`src/rtl/shared_reg_arbiter_pkg.sv`:
```
// Shared definitions for the shared-register arbiter: FSM encoding, index width
// and a one-hot helper.
package shared_reg_arbiter_pkg;

  localparam int MAX_N = 8;

  typedef enum logic [0:0] {
    IDLE = 1'b0,
    CAPT = 1'b1
  } state_e;

  localparam logic [0:0] ST_IDLE = 1'b0;
  localparam logic [0:0] ST_CAPT = 1'b1;

  // Index width for N requesters; never narrower than one bit.
  function automatic int idx_w(input int n);
    return (n > 1) ? $clog2(n) : 1;
  endfunction

  function automatic logic [MAX_N-1:0] onehot(input logic [2:0] idx);
    logic [MAX_N-1:0] v;
    v      = {MAX_N{1'b0}};
    v[idx] = 1'b1;
    return v;
  endfunction

endpackage

```
`src/rtl/shared_reg_arbiter_if.sv`:
```
// Requester-side bus of the shared register arbiter: requests, data, clear,
// grants/acks and the shared register view.
interface shared_reg_arbiter_if #(
  parameter int N = 4,
  parameter int W = 8
);
  import shared_reg_arbiter_pkg::*;

  localparam int IDX_W = idx_w(N);

  logic [N-1:0]     req;
  logic [N*W-1:0]   wdata;
  logic             clr;
  logic [N-1:0]     gnt;
  logic [N-1:0]     ack;
  logic [IDX_W-1:0] owner;
  logic             busy;
  logic [W-1:0]     q;
  logic [W-1:0]     qbar;

  modport master (
    output req, wdata, clr,
    input  gnt, ack, owner, busy, q, qbar
  );

  modport slave (
    input  req, wdata, clr,
    output gnt, ack, owner, busy, q, qbar
  );

endinterface

```
`src/rtl/shared_reg_arbiter_rr_pick.sv`:
```
// Combinational round-robin picker: first set request strictly after ptr,
// wrapping from N-1 back to 0.
module rr_pick
  import shared_reg_arbiter_pkg::*;
#(
  parameter int N     = 4,
  parameter int IDX_W = idx_w(N)
) (
  input  logic [N-1:0]     req_i,
  input  logic [IDX_W-1:0] ptr_i,
  output logic             valid_o,
  output logic [IDX_W-1:0] idx_o
);

  logic [IDX_W-1:0] cand_s;

  // Scan N candidates starting one past the last winner; first hit wins.
  always_comb begin
    valid_o = 1'b0;
    idx_o   = {IDX_W{1'b0}};
    cand_s  = {IDX_W{1'b0}};
    for (int k = 1; k <= N; k++) begin
      cand_s = IDX_W'((int'(ptr_i) + k) % N);
      if (!valid_o && req_i[cand_s]) begin
        valid_o = 1'b1;
        idx_o   = cand_s;
      end else begin
        valid_o = valid_o;
      end
    end
  end

endmodule

```
`src/rtl/shared_reg_arbiter.sv`:
```
// Round-robin arbiter and two-cycle write sequencer for one shared W-bit
// register with a synchronous clear that overrides writes.
module shared_reg_arbiter
  import shared_reg_arbiter_pkg::*;
#(
  parameter int N = 4,
  parameter int W = 8
) (
  input  logic                  clk,
  input  logic                  rst_n,
  shared_reg_arbiter_if.slave   bus
);

  localparam int IDX_W = idx_w(N);

  logic [0:0]       state_q, state_d;
  logic [IDX_W-1:0] ptr_q,   ptr_d;
  logic [IDX_W-1:0] win_q,   win_d;
  logic [IDX_W-1:0] owner_q, owner_d;
  logic [N-1:0]     gnt_q,   gnt_d;
  logic [N-1:0]     ack_q,   ack_d;
  logic [W-1:0]     q_q,     q_d;
  logic [W-1:0]     qbar_q;

  logic             pick_valid_s;
  logic [IDX_W-1:0] pick_idx_s;
  logic [W-1:0]     word_s [N];

  for (genvar i = 0; i < N; i++) begin : g_words
    assign word_s[i] = bus.wdata[i*W +: W];
  end

  rr_pick #(
    .N     (N),
    .IDX_W (IDX_W)
  ) u_rr_pick (
    .req_i   (bus.req),
    .ptr_i   (ptr_q),
    .valid_o (pick_valid_s),
    .idx_o   (pick_idx_s)
  );

  // Next-state logic: grant in IDLE, commit or discard in CAPT; clr always wins.
  always_comb begin
    state_d = state_q;
    ptr_d   = ptr_q;
    win_d   = win_q;
    owner_d = owner_q;
    gnt_d   = {N{1'b0}};
    ack_d   = {N{1'b0}};
    q_d     = q_q;
    case (state_q)
      ST_IDLE: begin
        if (bus.clr) begin
          q_d = {W{1'b0}};
        end else if (pick_valid_s) begin
          win_d   = pick_idx_s;
          gnt_d   = N'(onehot(3'(pick_idx_s)));
          state_d = ST_CAPT;
        end else begin
          state_d = ST_IDLE;
        end
      end
      ST_CAPT: begin
        state_d = ST_IDLE;
        // A clear in the capture cycle drops the write; requester re-arbitrates.
        if (bus.clr) begin
          q_d = {W{1'b0}};
        end else begin
          q_d     = word_s[win_q];
          ack_d   = N'(onehot(3'(win_q)));
          owner_d = win_q;
          ptr_d   = win_q;
        end
      end
      default: begin
        state_d = ST_IDLE;
      end
    endcase
  end

  // State and output registers; reset leaves requester 0 first in line.
  always_ff @(posedge clk or negedge rst_n) begin
    if (!rst_n) begin
      state_q <= ST_IDLE;
      ptr_q   <= IDX_W'(N - 1);
      win_q   <= {IDX_W{1'b0}};
      owner_q <= {IDX_W{1'b0}};
      gnt_q   <= {N{1'b0}};
      ack_q   <= {N{1'b0}};
      q_q     <= {W{1'b0}};
      qbar_q  <= {W{1'b1}};
    end else begin
      state_q <= state_d;
      ptr_q   <= ptr_d;
      win_q   <= win_d;
      owner_q <= owner_d;
      gnt_q   <= gnt_d;
      ack_q   <= ack_d;
      q_q     <= q_d;
      qbar_q  <= ~q_d;
    end
  end

  assign bus.gnt   = gnt_q;
  assign bus.ack   = ack_q;
  assign bus.owner = owner_q;
  assign bus.busy  = (state_q == ST_CAPT);
  assign bus.q     = q_q;
  assign bus.qbar  = qbar_q;

endmodule
```
`src/flat_wrapper.sv`:
```
// flat-port wrapper written by rule: the top's interface ports become plain ports
module shared_reg_arbiter_flat import shared_reg_arbiter_pkg::*;
#(
  parameter int N = 4,
  parameter int W = 8
)
  (clk, rst_n, bus_req, bus_wdata, bus_clr, bus_gnt, bus_ack, bus_owner, bus_busy, bus_q, bus_qbar);
  shared_reg_arbiter_if #(.N(N), .W(W)) bus_i ();
  input  logic clk;
  input  logic rst_n;
  input wire logic [$bits(bus_i.req)-1:0] bus_req;
  input wire logic [$bits(bus_i.wdata)-1:0] bus_wdata;
  input wire logic [$bits(bus_i.clr)-1:0] bus_clr;
  output wire logic [$bits(bus_i.gnt)-1:0] bus_gnt;
  output wire logic [$bits(bus_i.ack)-1:0] bus_ack;
  output wire logic [$bits(bus_i.owner)-1:0] bus_owner;
  output wire logic [$bits(bus_i.busy)-1:0] bus_busy;
  output wire logic [$bits(bus_i.q)-1:0] bus_q;
  output wire logic [$bits(bus_i.qbar)-1:0] bus_qbar;
  assign bus_i.req = bus_req;
  assign bus_i.wdata = bus_wdata;
  assign bus_i.clr = bus_clr;
  assign bus_gnt = bus_i.gnt;
  assign bus_ack = bus_i.ack;
  assign bus_owner = bus_i.owner;
  assign bus_busy = bus_i.busy;
  assign bus_q = bus_i.q;
  assign bus_qbar = bus_i.qbar;
  shared_reg_arbiter #(.N(N), .W(W)) u_core (.clk(clk), .rst_n(rst_n), .bus(bus_i));
endmodule
```
`config.mk`:
```
export PLATFORM = sky130hd
export DESIGN_NAME = shared_reg_arbiter_flat
export DESIGN_NICKNAME = d
export VERILOG_FILES = /design/src/rtl/shared_reg_arbiter_pkg.sv /design/src/rtl/shared_reg_arbiter_if.sv /design/src/rtl/shared_reg_arbiter_rr_pick.sv /design/src/rtl/shared_reg_arbiter.sv /design/src/flat_wrapper.sv
export SDC_FILE = /design/constraint.sdc
export NUM_CORES = 1
export LEC_CHECK = 0
export ABC_AREA = 1
export BUFFER_PORTS_ARGS = -buffer_cell sky130_fd_sc_hd__buf_2
export CAP_MARGIN = 20
export CORE_ASPECT_RATIO = 0.9
export CORE_MARGIN = 1.5
export CORE_UTILIZATION = 42
export DETAILED_ROUTE_END_ITERATION = 6
export GPL_TIMING_DRIVEN = 0
export PLACE_DENSITY = 0.76
export SYNTH_ARGS = -nofsm -noshare
export SYNTH_HDL_FRONTEND = slang
export SYNTH_HIERARCHICAL = 1
export SYNTH_SLANG_ARGS = --single-unit
```
`constraint.sdc`:
```
create_clock -name clk -period 2.2 [get_ports clk]
set_input_delay 0.44 -clock clk [delete_from_list [all_inputs] [get_ports clk]]
set_output_delay 0.44 -clock clk [all_outputs]
set_load 0.02 [all_outputs]
```
# Word-level counts from Yosys, hierarchy flattened
# Index checks and enable logic that the tools add are counted.
[op_classes] n_bitwise=4 add_sub_neg=4 magnitude_cmp=9 reduce_logical=10 muxes=34
[op_table] op="2-to-1 mux 8 bit" n=4
[op_table] op="2-to-1 mux 4 bit" n=5
[op_table] op="binary-select mux 8 bit (select 2 bit)" n=1
[op_table] op="one-hot mux 8 bit (2 select lines)" n=1
[op_table] op="less-than comparator 2 x 3 -> 1 bit (second input constant)" n=4
[op_table] op="2-to-1 mux 1 bit" n=12
[op_table] op="binary-select mux 1 bit (select 2 bit)" n=4
[op_table] op="less-than comparator 2 x 4 -> 1 bit (second input constant)" n=2
[op_table] op="2-to-1 mux 2 bit" n=4
[op_table] op="inverter 8 bit" n=1
[op_table] op="logical AND 1 bit" n=5
[op_table] op="adder 2 x 1 -> 2 bit (second input constant)" n=2
[op_table] op="adder 2 bit (second input constant)" n=2
[op_table] op="demux 1 bit (select 2 bit)" n=2
[op_table] op=">= comparator 2 x 1 -> 1 bit (second input constant)" n=2
[op_table] op=">= comparator 3 bit (second input constant)" n=1
[op_table] op="zero test 1 bit" n=3
[op_table] op="inverter 2 -> 3 bit" n=1
[op_table] op="AND reduction 3 bit" n=1
[op_table] op="inverter 1 bit" n=2
[op_table] op="one-hot mux 1 bit (2 select lines)" n=1
[op_table] op="AND reduction 2 bit" n=1
[word_totals] elab_cells=69 out_inout_bits=27 inputBits=39 register_bits=31

# Logic depth before layout (Yosys ltp)
[depth] ltp_word=20 depth_mapped=11 mapped_depth_nobuf=11

# Modules after synthesis
# Netlist, hierarchy kept.
[modules_own_cells] mod="shared_reg_arbiter" area_per_inst_um2=1420.1 instances=1 seq_area_each_um2=788.3 cells_per_inst=180
[modules_own_cells] mod="rr_pick" area_per_inst_um2=271.5 instances=1 seq_area_each_um2=0.0 cells_per_inst=52

# Worst setup path after synthesis
# Ideal clock, no wire load.
[synth_path] path_type="register to register" start="register u_core.ptr_q[0]" end="register u_core.gnt_q[0], in the netlist u_core/bus.gnt[0]" period_less_slack_ps=1600 path_buffers=1 setup_ps=101 slack_ps=600 arrival_time_ps=1499 stages_incl_launch_ff=10 t_required_ps=2099 cell_sequence="dfstp_2 -> buf_4 -> nand2_1 -> nand2_1 -> nand2_4 -> nand2_4 -> nor2_1 -> a21oi_1 -> nand3_1 -> nor4_1"
[synth_via] elab_chain_len=20 elab_cells_between_ends=34 cone_classes="add/sub (4); order compare (2); mux (21); reduce/logical (7)"
[synth_rtl] item="start: declaration" line_no="shared_reg_arbiter.sv:17" source="logic [IDX_W-1:0] ptr_q, ptr_d;"
[synth_rtl] item="start signal: assignment" line_no="shared_reg_arbiter.sv:86" source="ptr_q <= IDX_W'(N - 1);"
[synth_rtl] item="start signal: assignment" line_no="shared_reg_arbiter.sv:95" source="ptr_q <= ptr_d;"
[synth_rtl] item="adder 2 x 1 -> 2 bit" line_no="shared_reg_arbiter_rr_pick.sv:23" source="cand_s = IDX_W'((int'(ptr_i) + k) % N);"
[synth_rtl] item="binary-select mux 1 bit (select 2 bit)" line_no="shared_reg_arbiter_rr_pick.sv:24" source="if (!valid_o && req_i[cand_s]) begin"
[synth_rtl] item="2-to-1 mux 1 bit (not written as such)" line_no="shared_reg_arbiter_rr_pick.sv:24"
[synth_rtl] item="2-to-1 mux 1 bit" line_no="shared_reg_arbiter_rr_pick.sv:24"
[synth_rtl] item="zero test 1 bit" line_no="shared_reg_arbiter_rr_pick.sv:24"
[synth_rtl] item="logical AND 1 bit" line_no="shared_reg_arbiter_rr_pick.sv:24"
[synth_rtl] item="2-to-1 mux 1 bit" line_no="shared_reg_arbiter_rr_pick.sv:24"
[synth_rtl] item="zero test 1 bit" line_no="shared_reg_arbiter_rr_pick.sv:24"
[synth_rtl] item="[5 not listed]"
[synth_rtl] item="net u_core.pick_idx_s[0]" line_no="shared_reg_arbiter.sv:26" source="logic [IDX_W-1:0] pick_idx_s;"
[synth_rtl] item="less-than comparator 2 x 4 -> 1 bit (not written as such) / >= comparator 2 x 1 -> 1 bit (equally long branches)" line_no="shared_reg_arbiter_pkg.sv:23" source="v[idx] = 1'b1;"
[synth_rtl] item="logical AND 1 bit (not written as such)" line_no="shared_reg_arbiter_pkg.sv:23"
[synth_rtl] item="2-to-1 mux 1 bit (not written as such)" line_no="shared_reg_arbiter_pkg.sv:23"
[synth_rtl] item="demux 1 bit (select 2 bit) (*)"
[synth_rtl] item="2-to-1 mux 4 bit (*)" line_no="shared_reg_arbiter.sv:56" source="end else if (pick_valid_s) begin"
[synth_rtl] item="2-to-1 mux 4 bit (*)" line_no="shared_reg_arbiter.sv:54" source="if (bus.clr) begin"
[synth_rtl] item="2-to-1 mux 4 bit (*)" line_no="shared_reg_arbiter.sv:52" source="case (state_q)"
[synth_rtl] item="net u_core.gnt_d[0]" line_no="shared_reg_arbiter.sv:20" source="logic [N-1:0] gnt_q, gnt_d;"
[synth_rtl] item="end signal: assignment" line_no="shared_reg_arbiter.sv:89" source="gnt_q <= {N{1'b0}};"
[synth_rtl] item="end signal: assignment" line_no="shared_reg_arbiter.sv:98" source="gnt_q <= gnt_d;"
[synth_rtl] item="end: declaration" line_no="shared_reg_arbiter.sv:20"
# Mark *: on every way through the listed nets, which the timed path passes. The rest lies on a longest branch. The select of a mux whose other input is x is not followed.
# A chain may end at the register's enable or synchronous reset.

# Worst setup path in the final report
# Same ends and word-level chain as after synthesis.

==> summary.json <==
{
  "run_status": {
    "run_status": "finished, final reports clean"
  },
  "cts": {
    "hold_buffers": 0,
    "cts_tree": "yes",
    "postCtsSetupRepairBufs": 0,
    "cts.repair.resized": 0,
    "cts_buffers": 5,
    "cts_num_sinks": 31,
    "clk_path_buf_depth": 2,
    "h_tree_levels": 2,
    "worstSkewPairLatency_ns": 0.28,
    "clockRootBuffer": "sky130_fd_sc_hd__clkbuf_8",
    "cts.reportedPaths.clkPinSlew_ns": 0.06
  },
  "logic_synthesis": {
    "postSynthRegisterBits": 31,
    "synthesis.nets": 271,
    "post_synth_xor_area_fraction_pct": 0,
    "synth_top_cells_by_area": "sky130_fd_sc_hd__dfrtp_1 (31%), sky130_fd_sc_hd__nand2_1 (28%), sky130_fd_sc_hd__dfstp_2 (16%)",
    "synthesis.area_per_instance_um2": 7.29,
    "yosysUniqueCellTypes": 21,
    "mappedNetlistArea_mm2": 0.00169,
    "cell_type_with_the_highest_aggregate_area_in_the_netlist": "sky130_fd_sc_hd__dfrtp_1",
    "synth-simple-area-share_pct": 40.6,
    "synth_top_family_by_area": "simple AND/OR/NAND/NOR gates",
    "synthesis.instances": 232,
    "yosys.area_share.adder_pct": 0,
    "synth.top_cell.area_share_pct": 31.1,
    "synth-compound-area-share_pct": 5.18,
    "ys_warn_count": 6,
    "synth_seq_area_share_pct": 46.6,
    "synth.mux.area_fraction_pct": 0
  },
  "grt": {
    "grt_pass1_wl_mm": 6.59,
    "largest_net_degree_at_the_start_of_global_routing": 32,
    "via_count_of_the_first_global_routing_pass": 1428,
    "grt_usage_pct": 19.2,
    "antenna_violations_before_repair": 0,
    "overflow": 0
  },
  "sta": {
    "post-route-min-period_ns": 1.80,
    "final_hold_viol_count": 0,
    "finalSetupTns_ns": 0,
    "maxSlewViolCount": 0,
    "finalSetupViolCount": 0,
    "finalClockSkew_ns": 0.00290,
    "max_freq_mhz": 556,
    "rsz_0062_raised_after_global_routing": "no",
    "worst_pin_slew_ns": 0.650,
    "slew-limit-headroom_pct": 56.7,
    "post-route-period-util_pct": 81.7
  },
  "power": {
    "power.share.switching_pct": 46.2,
    "share_seq_of_total_power_pct": 30.0,
    "power_per_unit_of_standard_cell_area_mw_per_mm2": 1380,
    "power.internal_w": 0.00161,
    "power_frac_clock_pct": 16.1,
    "pwr-share-comb_pct": 53.9,
    "switchingPower_w": 0.00138,
    "power.static_leakage_nw": 1.34,
    "vdd.ir_drop.worst_mv": 0.652
  },
  "worst_setup_path": {
    "cp-start-kind": "flop",
    "timing.critical_path.fanout_max": 10,
    "end_kind": "flop",
    "crit_path_required_time_ns": 2.38,
    "criticalPathCategory": "flop to flop",
    "critical_path_arrival_ns": 1.98
  },
  "finish": {
    "mostFrequentLayoutCell": "sky130_fd_sc_hd__nand2_1",
    "syn_to_final_growth_pct": 28.3,
    "num-fill-cells": 380,
    "multi_input_area_um2": 774,
    "final_layout_size_suffix_gt1_share_pct": 32.6,
    "layout_common_cells": "sky130_fd_sc_hd__nand2_1 (127), sky130_fd_sc_hd__buf_2 (65), sky130_fd_sc_hd__dfrtp_1 (21), sky130_fd_sc_hd__inv_1 (14)",
    "diodes": 0,
    "final_nets": 342,
    "utilization_pct": 57.3,
    "final-seq-area_um2": 788
  },
  "place": {
    "finalWeightedCongestion": 0.843,
    "dpl.hpwl_mm": 2.96,
    "io_buffer_count": 64
  },
  "flow_run": {
    "max-cap-violations": 0
  },
  "die": {
    "pin_count": 66,
    "fp.dieH_um": 63.2,
    "core_mm2": 0.00378,
    "die_w_um": 69.9,
    "initial_utilization_pct": 44.7,
    "std_cell_rows": 21,
    "floorplan.die_area_mm2": 0.00442
  },
  "worst_hold_path": {
    "min_path_type": "input pin to async pin"
  },
  "routing": {
    "drt_pre_antenna_iters": 4,
    "detail-route-antenna-nets": 0,
    "post_drt_via_cell_ratio": 4.76,
    "routed_wl_mm": 4.06,
    "drt_drc_violations_left": 0,
    "wl_per_cell_um": 11.6,
    "num_vias": 1665,
    "drt_iter0_markers": 148
  }
}
metrics by stage:
stage                     instances  setup slack [ns]  power (W)  instance area [um2]  hold slack (ns)
final                           350             0.402    0.00299                 2170            0.186
after global routing            350             0.237    0.00324                 2170            0.234
after CTS                       350             0.414    0.00300                 2170            0.206
after detailed placement        342             0.434    0.00250                 2070            0.474
after global placement          342             0.431    0.00249                 2070            0.466
after floorplan                 232             0.600    0.00209                 1690            0.144
critical path: stages, from the launching register on:
cell and delay, ns:
sky130_fd_sc_hd__dfstp_2 0.54, sky130_fd_sc_hd__buf_4 0.17, sky130_fd_sc_hd__nand2_1 0.06, sky130_fd_sc_hd__nand2_1 0.11
sky130_fd_sc_hd__nand3_1 0.09, sky130_fd_sc_hd__nand2_1 0.14, sky130_fd_sc_hd__inv_1 0.07, sky130_fd_sc_hd__nand3_1 0.09
sky130_fd_sc_hd__nand3_1 0.15, sky130_fd_sc_hd__nor4_1 0.28
area by class of cell:
| class | count | area share [%] |
|---|---|---|
| flip-flops and latches | 31 | 36.3 |
| multi-input cells | 176 | 35.7 |
| repair buffers | 64 | 14.8 |
| clock buffers | 8 | 4.61 |
| inverters | 18 | 3.11 |
| plain buffers | 7 | 2.83 |
| well taps | 46 | 2.65 |
layer usage:
metal | global-route usage (%) | part of all wire (%) | wire length (um) | up-vias
li1 | - | - | - | 858
met1 | 26.5 | 46 | 1880 | 751
met2 | 28.2 | 46 | 1870 | 48
met3 | 6.08 | 5.7 | 232 | 8
met4 | 7.21 | 2.0 | 80 | 0
met5 | 0 | 0 | 0 | -
state kept, by name (all words and copies together) (netlist names):
register          count
u_core/bus.owner      2
u_core/ptr_q          2
u_core/bus.q          8
u_core/bus.gnt        4
u_core/win_q          2
u_core/bus.busy       1
u_core/bus.qbar       8
u_core/bus.ack        4
logic make-up after synthesis:
group | count (synthesis)
DFF | 31
AOI/OAI and AO/OA | 17
and+or+nand+nor | 159
buffers and inverters | 25
synthesized netlist by cell type, drive strengths merged:
cell type	n
o21ai	6
inv	17
o21a	1
dfrtp	21
nand4	3
nor4	2
nand3	10
dfstp	10
clkbuf	1
nor2	11
clkinv	1
a21oi	10
nand2	133
buf	6
power groups by stage:
stage	Sequential (W)	Clock [W]	Combinational, W
4_1_cts	0.000897	0.000493	0.00161
2_1_floorplan	0.00108	0	0.00101
3_5_place_dp	0.000900	0	0.00160
3_3_place_gp	0.000904	0	0.00159
6_report	0.000897	0.000481	0.00161
5_1_grt	0.000917	0.000524	0.00180
path summary, 6_finish.rpt:
path                                  from                  to  slack, ns  cells after the start
setup / recovery           u_core/ptr_q[0]   u_core/bus.gnt[0]       0.40                      9
hold / removal                       rst_n     u_core/bus.q[2]       0.19                      1
setup reg to reg           u_core/ptr_q[0]   u_core/bus.gnt[0]       0.40                      9
hold reg to reg            u_core/bus.q[0]  u_core/bus.qbar[0]       0.49                      3
max in group asynchronous            rst_n     u_core/bus.q[0]       1.59                      1
min in group clk                   bus_clr   u_core/bus.ack[0]       0.38                      2
Note: power is estimated with default switching activity, not from simulation.
